$ cat src/rtl/npc_predict_if.sv
// Bundle of the IF-side fetch signals and EX-side resolution signals of the next-PC unit.
// slave: the npc_predict side; master: the pipeline/core side.
interface npc_predict_if #(
    parameter int unsigned WIDTH = 32
);
    logic             pc_write;
    logic [WIDTH-1:0] pc;
    logic [WIDTH-1:0] pred_npc;
    logic             ex_valid;
    logic [2:0]       ex_npcop;
    logic [WIDTH-1:0] ex_pc;
    logic [WIDTH-1:0] ex_imm;
    logic [WIDTH-1:0] ex_aluout;
    logic             ex_taken;
    logic [WIDTH-1:0] ex_pred_npc;
    logic             flush;

    modport slave (
        input  pc_write, ex_valid, ex_npcop, ex_pc, ex_imm, ex_aluout, ex_taken, ex_pred_npc,
        output pc, pred_npc, flush
    );

    modport master (
        output pc_write, ex_valid, ex_npcop, ex_pc, ex_imm, ex_aluout, ex_taken, ex_pred_npc,
        input  pc, pred_npc, flush
    );
endinterface

$ cat src/rtl/npc_predict.sv
// Next-PC unit: PC register plus a direct-mapped BTB with 2-bit counters predicting the
// IF next-PC; branches/jumps resolve in EX and redirect with a flush on mispredict.
// Optional build macro NPC_PERF_EN adds perf_ctl/perf_miss counter ports.
module npc_predict #(
    parameter int unsigned      WIDTH       = 32,
    parameter int unsigned      BTB_ENTRIES = 16,
    parameter logic [WIDTH-1:0] RESET_PC    = '0
) (
    input  logic             clk,
    input  logic             rstn,
    npc_predict_if.slave     bus
`ifdef NPC_PERF_EN
    ,
    output logic [WIDTH-1:0] perf_ctl,
    output logic [WIDTH-1:0] perf_miss
`endif
);
    localparam int unsigned IDX   = $clog2(BTB_ENTRIES);
    localparam int unsigned TAG_W = WIDTH - IDX - 2;

    localparam logic [2:0] NPC_PLUS4  = 3'b000;
    localparam logic [2:0] NPC_BRANCH = 3'b001;
    localparam logic [2:0] NPC_JUMP   = 3'b010;
    localparam logic [2:0] NPC_JALR   = 3'b100;

    logic [WIDTH-1:0] pc_q;
    logic [BTB_ENTRIES-1:0] valid_q;
    logic [TAG_W-1:0] tag_q [BTB_ENTRIES];
    logic [WIDTH-1:0] tgt_q [BTB_ENTRIES];
    logic [1:0]       ctr_q [BTB_ENTRIES];

    logic [IDX-1:0]   if_idx, ex_idx;
    logic [TAG_W-1:0] if_tag, ex_tag;
    logic             if_hit, upd_hit, upd_en;
    logic             is_branch, is_jump, is_jalr, upd_taken;
    logic [WIDTH-1:0] ex_plus4, ex_rel, jalr_tgt, taken_tgt, actual_npc;

    assign if_idx = pc_q[IDX+1:2];
    assign if_tag = pc_q[WIDTH-1:IDX+2];
    assign ex_idx = bus.ex_pc[IDX+1:2];
    assign ex_tag = bus.ex_pc[WIDTH-1:IDX+2];

    // EX resolution: actual next PC, taken target and mispredict flush
    always_comb begin
        is_branch  = (bus.ex_npcop == NPC_BRANCH);
        is_jump    = (bus.ex_npcop == NPC_JUMP);
        is_jalr    = (bus.ex_npcop == NPC_JALR);
        ex_plus4   = bus.ex_pc + WIDTH'(4);
        ex_rel     = bus.ex_pc + bus.ex_imm;
        jalr_tgt   = {bus.ex_aluout[WIDTH-1:1], 1'b0};
        taken_tgt  = is_jalr ? jalr_tgt : ex_rel;
        upd_taken  = is_branch ? bus.ex_taken : 1'b1;
        upd_en     = bus.ex_valid && (is_branch || is_jump || is_jalr);
        upd_hit    = valid_q[ex_idx] && (tag_q[ex_idx] == ex_tag);
        actual_npc = ex_plus4;
        case (bus.ex_npcop)
            NPC_PLUS4:  actual_npc = ex_plus4;
            NPC_BRANCH: actual_npc = bus.ex_taken ? ex_rel : ex_plus4;
            NPC_JUMP:   actual_npc = ex_rel;
            NPC_JALR:   actual_npc = jalr_tgt;
            default:    actual_npc = ex_plus4;
        endcase
        bus.flush = bus.ex_valid && (actual_npc != bus.ex_pred_npc);
    end

    // IF prediction from pre-update BTB contents
    always_comb begin
        if_hit       = valid_q[if_idx] && (tag_q[if_idx] == if_tag);
        bus.pred_npc = (if_hit && ctr_q[if_idx][1]) ? tgt_q[if_idx] : pc_q + WIDTH'(4);
    end

    assign bus.pc = pc_q;

    // PC register: redirect beats stall
    always_ff @(posedge clk or negedge rstn) begin
        if (!rstn) begin
            pc_q <= RESET_PC;
        end else if (bus.flush) begin
            pc_q <= actual_npc;
        end else if (bus.pc_write) begin
            pc_q <= bus.pred_npc;
        end
    end

    // BTB allocate/train on resolved control-flow instructions
    always_ff @(posedge clk or negedge rstn) begin
        if (!rstn) begin
            valid_q <= '0;
            for (int i = 0; i < int'(BTB_ENTRIES); i++) begin
                tag_q[i] <= '0;
                tgt_q[i] <= '0;
                ctr_q[i] <= 2'b01;
            end
        end else if (upd_en) begin
            if (upd_hit) begin
                if (upd_taken) begin
                    ctr_q[ex_idx] <= (ctr_q[ex_idx] == 2'b11) ? 2'b11 : ctr_q[ex_idx] + 2'b01;
                    tgt_q[ex_idx] <= taken_tgt;
                end else begin
                    ctr_q[ex_idx] <= (ctr_q[ex_idx] == 2'b00) ? 2'b00 : ctr_q[ex_idx] - 2'b01;
                end
            end else begin
                valid_q[ex_idx] <= 1'b1;
                tag_q[ex_idx]   <= ex_tag;
                tgt_q[ex_idx]   <= taken_tgt;
                ctr_q[ex_idx]   <= is_branch ? (bus.ex_taken ? 2'b10 : 2'b01) : 2'b11;
            end
        end
    end

`ifdef NPC_PERF_EN
    // Performance counters: resolved control-flow instructions and flush cycles
    always_ff @(posedge clk or negedge rstn) begin
        if (!rstn) begin
            perf_ctl  <= '0;
            perf_miss <= '0;
        end else begin
            if (upd_en) perf_ctl <= perf_ctl + WIDTH'(1);
            if (bus.flush) perf_miss <= perf_miss + WIDTH'(1);
        end
    end
`endif
endmodule
$ cat src/flat_wrapper.sv
// flat-port wrapper written by rule: the top's interface ports become plain ports
module npc_predict_flat 
#(
    parameter int unsigned      WIDTH       = 32,
    parameter int unsigned      BTB_ENTRIES = 16,
    parameter logic [WIDTH-1:0] RESET_PC    = '0
)
  (clk, rstn, bus_pc_write, bus_ex_valid, bus_ex_npcop, bus_ex_pc, bus_ex_imm, bus_ex_aluout, bus_ex_taken, bus_ex_pred_npc, bus_pc, bus_pred_npc, bus_flush);
  npc_predict_if #(.WIDTH(WIDTH)) bus_i ();
  input  logic clk;
  input  logic rstn;
  input wire logic [$bits(bus_i.pc_write)-1:0] bus_pc_write;
  input wire logic [$bits(bus_i.ex_valid)-1:0] bus_ex_valid;
  input wire logic [$bits(bus_i.ex_npcop)-1:0] bus_ex_npcop;
  input wire logic [$bits(bus_i.ex_pc)-1:0] bus_ex_pc;
  input wire logic [$bits(bus_i.ex_imm)-1:0] bus_ex_imm;
  input wire logic [$bits(bus_i.ex_aluout)-1:0] bus_ex_aluout;
  input wire logic [$bits(bus_i.ex_taken)-1:0] bus_ex_taken;
  input wire logic [$bits(bus_i.ex_pred_npc)-1:0] bus_ex_pred_npc;
  output wire logic [$bits(bus_i.pc)-1:0] bus_pc;
  output wire logic [$bits(bus_i.pred_npc)-1:0] bus_pred_npc;
  output wire logic [$bits(bus_i.flush)-1:0] bus_flush;
  assign bus_i.pc_write = bus_pc_write;
  assign bus_i.ex_valid = bus_ex_valid;
  assign bus_i.ex_npcop = bus_ex_npcop;
  assign bus_i.ex_pc = bus_ex_pc;
  assign bus_i.ex_imm = bus_ex_imm;
  assign bus_i.ex_aluout = bus_ex_aluout;
  assign bus_i.ex_taken = bus_ex_taken;
  assign bus_i.ex_pred_npc = bus_ex_pred_npc;
  assign bus_pc = bus_i.pc;
  assign bus_pred_npc = bus_i.pred_npc;
  assign bus_flush = bus_i.flush;
  npc_predict #(.WIDTH(WIDTH), .BTB_ENTRIES(BTB_ENTRIES), .RESET_PC(RESET_PC)) u_core (.clk(clk), .rstn(rstn), .bus(bus_i));
endmodule
$ cat config.mk
export PLATFORM = sky130hd
export DESIGN_NAME = npc_predict_flat
export DESIGN_NICKNAME = d
export VERILOG_FILES = /design/src/rtl/npc_predict_if.sv /design/src/rtl/npc_predict.sv /design/src/flat_wrapper.sv
export SDC_FILE = /design/constraint.sdc
export NUM_CORES = 2
export LEC_CHECK = 0
export CORE_ASPECT_RATIO = 1.2
export CORE_MARGIN = 2
export CORE_UTILIZATION = 50
export CTS_CLUSTER_SIZE = 25
export DETAILED_ROUTE_END_ITERATION = 8
export GPL_ROUTABILITY_DRIVEN = 0
export PLACE_DENSITY = 0.72
export SLEW_MARGIN = 20
export SYNTH_ARGS = -nofsm -noshare
export SYNTH_HDL_FRONTEND = slang
export SYNTH_SLANG_ARGS = --single-unit
$ cat constraint.sdc
create_clock -name clk -period 9.9 [get_ports clk]
set_clock_uncertainty 0.2 [all_clocks]
set_input_delay 1.98 -clock clk [delete_from_list [all_inputs] [get_ports clk]]
set_output_delay 1.98 -clock clk [all_outputs]
set_load 0.05 [all_outputs]
Word-level counts from Yosys, hierarchy flattened
Cells that the tools add are included.
{ "op_classes": {"eq_ne": 8, "bitwise_logic": 4, "n_mux": 47, "n_reduce_logical": 13, "n_addsub": 5, "order_cmp": 6} }
{ "ops": {"columns": ["cell", "count"], "rows": [
  ["512-bit two-way mux", 2],
  ["512-bit bitwise mux", 1],
  ["416-bit bitwise mux", 1],
  ["32-bit two-way mux", 10],
  ["26-bit binary-select mux with 4-bit select", 2],
  ["26-bit two-way mux", 5],
  ["32-bit binary-select mux with 4-bit select", 1],
  ["32-bit demux with 4-bit select", 1],
  ["26-bit demux with 4-bit select", 1],
  ["32-bit bitwise mux", 3],
  ["32-bit case mux with 3 select lines", 1],
  ["32-bit by 3-bit adder with 32-bit output (second input constant)", 2],
  ["26-bit equality test", 2],
  ["32-bit adder", 1],
  ["32-bit != test", 1],
  ["2-bit two-way mux", 9],
  ["2-bit binary-select mux with 4-bit select", 2],
  ["16-bit bitwise OR", 1],
  ["5-bit >= comparator (second input constant)", 2],
  ["4-bit by 5-bit less-than comparator with 1-bit output (second input constant)", 2],
  ["4-bit NOT with 5-bit output", 2],
  ["1-bit binary-select mux with 4-bit select", 2],
  ["2-bit demux with 4-bit select", 1],
  ["1-bit logical AND", 7],
  ["other kinds (16)", 21]
]} }
{ "totals": {"wordCells": 133, "output_inout_bits": 65, "reg_bits": 1008} }

Longest topological paths before layout
{ "logic_depth": {"depth_word": 10, "depth_mapped": 17} }

Worst setup path after synthesis
OpenSTA, ideal clock, no wires.
{ "synth_timing": {"path_kind": "input -> output", "start": "input port bus_ex_imm[0]", "end": "output port bus_flush", "stages": 14, "slack_ps": 2510, "n_path_buf": 2, "arrival_time_ps": 5210, "path_cell_list": "ha_1 -> fa_1 -> a21o_1 -> a221o_1 -> clkbuf_1 -> xor2_1 -> a221oi_2 -> xnor2_1 -> a2111oi_0 -> nand4_1 -> nand4b_1 -> nor4_1 -> a41oi_2 -> buf_2"} }
{ "synth_between": {"elab_chain_len": 5} }
{ "synth_rtl": {"columns": ["item", "line", "text"], "rows": [
  ["start, declared", "flat_wrapper.sv:16", "input wire logic [$bits(bus_i.ex_imm)-1:0] bus_ex_imm;"],
  ["32-bit adder *", "npc_predict.sv:49", "ex_rel = bus.ex_pc + bus.ex_imm;"],
  ["32-bit two-way mux", "npc_predict.sv:58", "NPC_BRANCH: actual_npc = bus.ex_taken ? ex_rel : ex_plus4;"],
  ["32-bit case mux with 3 select lines *", "npc_predict.sv:56", "case (bus.ex_npcop)"],
  ["32-bit != test *", "npc_predict.sv:63", "bus.flush = bus.ex_valid && (actual_npc != bus.ex_pred_npc);"],
  ["1-bit logical AND *", "npc_predict.sv:63", null],
  ["end, declared", "flat_wrapper.sv:22", "output wire logic [$bits(bus_i.flush)-1:0] bus_flush;"]
]} }
Every way passes the cells marked *; elsewhere a longest branch is shown, timed or not.

Final worst setup path
{ "layout_timing": {"start": "input port bus_ex_pc[11]", "end": "output port bus_flush"} }
{ "layout_between": {"elab_chain_len": 5} }
{ "layout_rtl": {"columns": ["item", "line", "text"], "rows": [
  ["start, declared", "flat_wrapper.sv:15", "input wire logic [$bits(bus_i.ex_pc)-1:0] bus_ex_pc;"],
  ["32-bit by 3-bit adder with 32-bit output / 32-bit adder (equally long branches)", "npc_predict.sv:48, npc_predict.sv:49", null],
  ["32-bit two-way mux", "npc_predict.sv:58", null],
  ["32-bit case mux with 3 select lines *", "npc_predict.sv:56", null],
  ["32-bit != test *", "npc_predict.sv:63", null],
  ["1-bit logical AND *", "npc_predict.sv:63", null]
]} }
Marked as above.

==> impl_summary.log <==
INFO  metric post_drt_wl_per_cell = 28.56 um
INFO  metric routed_wl = 169300 um
INFO  metric setup.worst_path.start_class = primary input
INFO  metric routed-via-count = 38760
INFO  metric final_global_route_overflow_total = 0
INFO  metric grt_antenna_before_repair = 9
INFO  metric hold_ws = 0.2763 ns
INFO  metric powerDensity = 222.4 nW/um2
INFO  metric ir_drop = 159.1 uV
INFO  metric syn2layout_area_growth = 13.10%
INFO  metric synth_area_per_cell = 12.34 um2
INFO  metric leakagePower = 26.03 nW
INFO  metric finalNetCount = 4606
INFO  metric time_the_final_worst_path_needs_with_i_o_delays_and_setup = 9.144 ns
INFO  metric clk_root_buffer_cell = sky130_fd_sc_hd__clkbuf_16
INFO  metric critical_path_arrival = 6.96 ns
INFO  metric drc_errors = 0
INFO  metric timing.final.hold_violations = 0
INFO  metric end_kind = output port
INFO  metric die_outline_area = 110800 um2
INFO  metric dieWidth = 304.1 um
INFO  metric detail-route-antenna-nets = 0
INFO  metric post_cts.repair.setup_buffers = 0
INFO  metric async_reset_ff_share = 100.0%
INFO  metric rows = 132
INFO  metric max-cap-violations = 0
INFO  metric path_max_fanout = 8
INFO  metric clock_tree.htree_level_count = 3
INFO  metric run_status = finished, final reports clean
INFO  metric global_route.usage.total = 30.69%
INFO  metric synth_edf_count = 0
INFO  metric detailedPlacementHpwl = 111400 um
INFO  metric timing_worst_slew_pin_value = 1.132 ns
INFO  metric cells_after_synth = 4381
INFO  metric port_buffers = 199
INFO  metric ff2ff_path_depth = 11
INFO  metric cts.clk_slew.worst_paths = 0.06 ns
INFO  metric dominant_cell_type_by_area_after_synthesis = sky130_fd_sc_hd__dfrtp_1
INFO  metric initial_utilization = 50.27%
INFO  metric cts_tree = done
INFO  metric design.portCount = 201
INFO  metric place.detailed.instances = 5737
INFO  metric synth_flop_cell = sky130_fd_sc_hd__dfrtp_1
INFO  metric mappedNetlistNets = 4554
INFO  metric holdPathStages = 2
INFO  metric synth.ff_latch_count = 1008
INFO  metric synth.cell_area = 54050 um2
INFO  metric die_height = 364.2 um
INFO  metric ys_seq_area_share = 46.70%
INFO  metric final_layout_size_suffix_gt1_share = 30.37%
INFO  metric slew_violations = 0
INFO  metric cts.path.max_buffers = 3
INFO  metric synth_top_cells_by_area = sky130_fd_sc_hd__dfrtp_1 (46%), sky130_fd_sc_hd__mux4_2 (18%), sky130_fd_sc_hd__mux2_2 (10%)
INFO  metric most_instantiated_library_cell_after_synthesis = sky130_fd_sc_hd__dfrtp_1
INFO  metric core-area = 107500 um2
INFO  metric synth.lib_cells_used.distinct = 84
INFO  metric synthesis.yosys.warnings = 0
INFO  metric final.period_utilization = 92.36%
INFO  metric dr.pass1.iters = 6
INFO  metric cts.hold.buffers_added = 0
INFO  metric power = 13.60 mW
INFO  metric numCtsBuffers = 100
INFO  metric via_per_inst = 6.538
INFO  metric sum_neg_setup_slack = 0 ns
INFO  metric dr.first_iter.drc_count = 4163
INFO  metric final_cells = 5928
INFO  metric rsz0062_at_grt = no
INFO  metric fraction_of_synthesized_cell_area_taken_by_the_top_area_cell_type = 45.92%
INFO  metric cts_resized = 0
INFO  metric via_count_of_the_first_global_routing_pass = 38790
INFO  metric largest_net_degree_at_the_start_of_global_routing = 170
INFO  metric critical_path_required = 7.72 ns
INFO  metric maximum_operating_frequency = 109.4 MHz
INFO  metric type_of_the_most_critical_hold_path = reg -> reg
INFO  metric clock_latency_on_the_worst_skew_pair = 0.72 ns
INFO  metric crit_type = in -> out
INFO  metric setup_viol = 0
INFO  metric timing.max_slew.rel_slack = 23.02%
INFO  metric grt_first_pass_wirelength = 251800 um
INFO  metric top_cells_by_instance_count_after_synthesis = sky130_fd_sc_hd__dfrtp_1 (992), sky130_fd_sc_hd__nand2_1 (597), sky130_fd_sc_hd__mux2_2 (494)
INFO  metric clock-sinks = 1008
[stage by stage]
step                      worst slack (ns)  util [%]  cell area [um2]
after floorplan                      2.510         -            54050
after global placement               1.093     53.61            57640
after detailed placement             1.038     53.61            57640
after CTS                            1.025     56.83            61100
after global routing                0.6940     56.86            61130
final                               0.7561     56.86            61130
[routing by layer]
metal	track usage [%]	vias up	share of wire, %
li1	-	16280	-
met1	39.96	19870	37
met2	46.13	2121	45
met3	10.31	484	12
met4	15.47	8	5.5
met5	0	-	0.035
[layout make-up]
| cell class | count | area (um2) |
|---|---|---|
| timing repair buffer | 357 | 3492 |
| inverter | 30 | 112.6 |
| clock inverter | 41 | 541.8 |
| antenna | 3 | 7.507 |
| multi-input combinational | 2936 | 27040 |
| fill | 8586 | 46390 |
| clock buffer | 146 | 2917 |
| sequential | 1008 | 25260 |
| tap | 1407 | 1760 |
[logic make-up (layout without fill, tap and decap cells)]
kind of cell	count (synthesis)	count (layout)	synth area share [%]
flops	1008	1008	46.70
xor+xnor	160	160	2.593
fa+ha+maj	38	38	0.8889
mux	1011	1011	30.01
compound gates	771	771	8.069
other cells	0	3	0
buf+inv	437	574	3.708
simple gates	956	956	8.030
[power breakdown]
group | internal (mW) | switching, mW
sequential | 5.01 | 0.690
combinational | 1.92 | 1.97
clock | 2.31 | 1.69
total | 9.25 | 4.35
[registers in the layout (all words and copies together) (netlist names)]
signal	count
u_core.ctr_q	32
u_core.bus.pc	32
u_core.tgt_q	512
u_core.tag_q	416
u_core.valid_q	16
[placed cells by master, fill, tap and decap left out, types with 16 or more instances in the layout]
| master | Yosys | routed |
|---|---|---|
| sky130_fd_sc_hd__a21oi_1 | 83 | 70 |
| sky130_fd_sc_hd__a311oi_1 | 20 | 20 |
| sky130_fd_sc_hd__and3_1 | 19 | 19 |
| sky130_fd_sc_hd__buf_12 | 0 | 26 |
| sky130_fd_sc_hd__buf_4 | 48 | 134 |
| sky130_fd_sc_hd__clkbuf_1 | 227 | 23 |
| sky130_fd_sc_hd__clkbuf_16 | 0 | 101 |
| sky130_fd_sc_hd__clkbuf_8 | 0 | 23 |
| sky130_fd_sc_hd__clkdlybuf4s50_1 | 0 | 192 |
| sky130_fd_sc_hd__clkinv_2 | 0 | 24 |
| sky130_fd_sc_hd__dfrtp_1 | 992 | 988 |
| sky130_fd_sc_hd__dfstp_2 | 16 | 16 |
| sky130_fd_sc_hd__ha_1 | 36 | 36 |
| sky130_fd_sc_hd__inv_1 | 30 | 30 |
| sky130_fd_sc_hd__mux2_1 | 22 | 22 |
| sky130_fd_sc_hd__mux2_2 | 494 | 494 |
| sky130_fd_sc_hd__mux2i_1 | 59 | 56 |
| sky130_fd_sc_hd__mux4_2 | 436 | 436 |
| sky130_fd_sc_hd__nand2_1 | 597 | 597 |
| sky130_fd_sc_hd__nand3_1 | 57 | 57 |
| sky130_fd_sc_hd__nand4_1 | 36 | 36 |
| sky130_fd_sc_hd__nor2_1 | 74 | 73 |
| sky130_fd_sc_hd__nor2b_1 | 18 | 18 |
| sky130_fd_sc_hd__nor3_1 | 28 | 26 |
| sky130_fd_sc_hd__o21ai_0 | 225 | 223 |
| sky130_fd_sc_hd__o21ai_1 | 307 | 308 |
| sky130_fd_sc_hd__or2_2 | 22 | 22 |
| sky130_fd_sc_hd__xnor2_1 | 119 | 119 |
| sky130_fd_sc_hd__xor2_1 | 41 | 41 |
[critical path, cell delays in order]
cell	delay (ns)
sky130_fd_sc_hd__clkdlybuf4s50_1	0.66
sky130_fd_sc_hd__ha_1	0.59
sky130_fd_sc_hd__nand2_1	0.18
sky130_fd_sc_hd__nor3_1	0.30
sky130_fd_sc_hd__a22oi_1	0.24
sky130_fd_sc_hd__o31ai_1	0.54
sky130_fd_sc_hd__o32ai_1	0.22
sky130_fd_sc_hd__nor4_1	0.48
sky130_fd_sc_hd__o2111ai_1	0.18
sky130_fd_sc_hd__nor4_1	0.90
sky130_fd_sc_hd__a41oi_4	0.39
sky130_fd_sc_hd__buf_4	0.31
[final timing paths]
path	from	to	slack, ns
setup / recovery	bus_ex_pc[11]	bus_flush	0.76
hold / removal	u_core.tgt_q[406]$_DFFE_PN0P_	u_core.tgt_q[406]$_DFFE_PN0P_	0.28
setup reg to reg	u_core.bus.pc[2]$_DFFE_PN0P_	u_core.bus.pc[21]$_DFFE_PN0P_	3.99
hold reg to reg	u_core.tgt_q[406]$_DFFE_PN0P_	u_core.tgt_q[406]$_DFFE_PN0P_	0.28
max in group asynchronous	rstn	u_core.tag_q[260]$_DFFE_PN0P_	6.22
min in group asynchronous	rstn	u_core.tgt_q[222]$_DFFE_PN0P_	1.14
No activity file was read; power rests on OpenSTA's default activity.
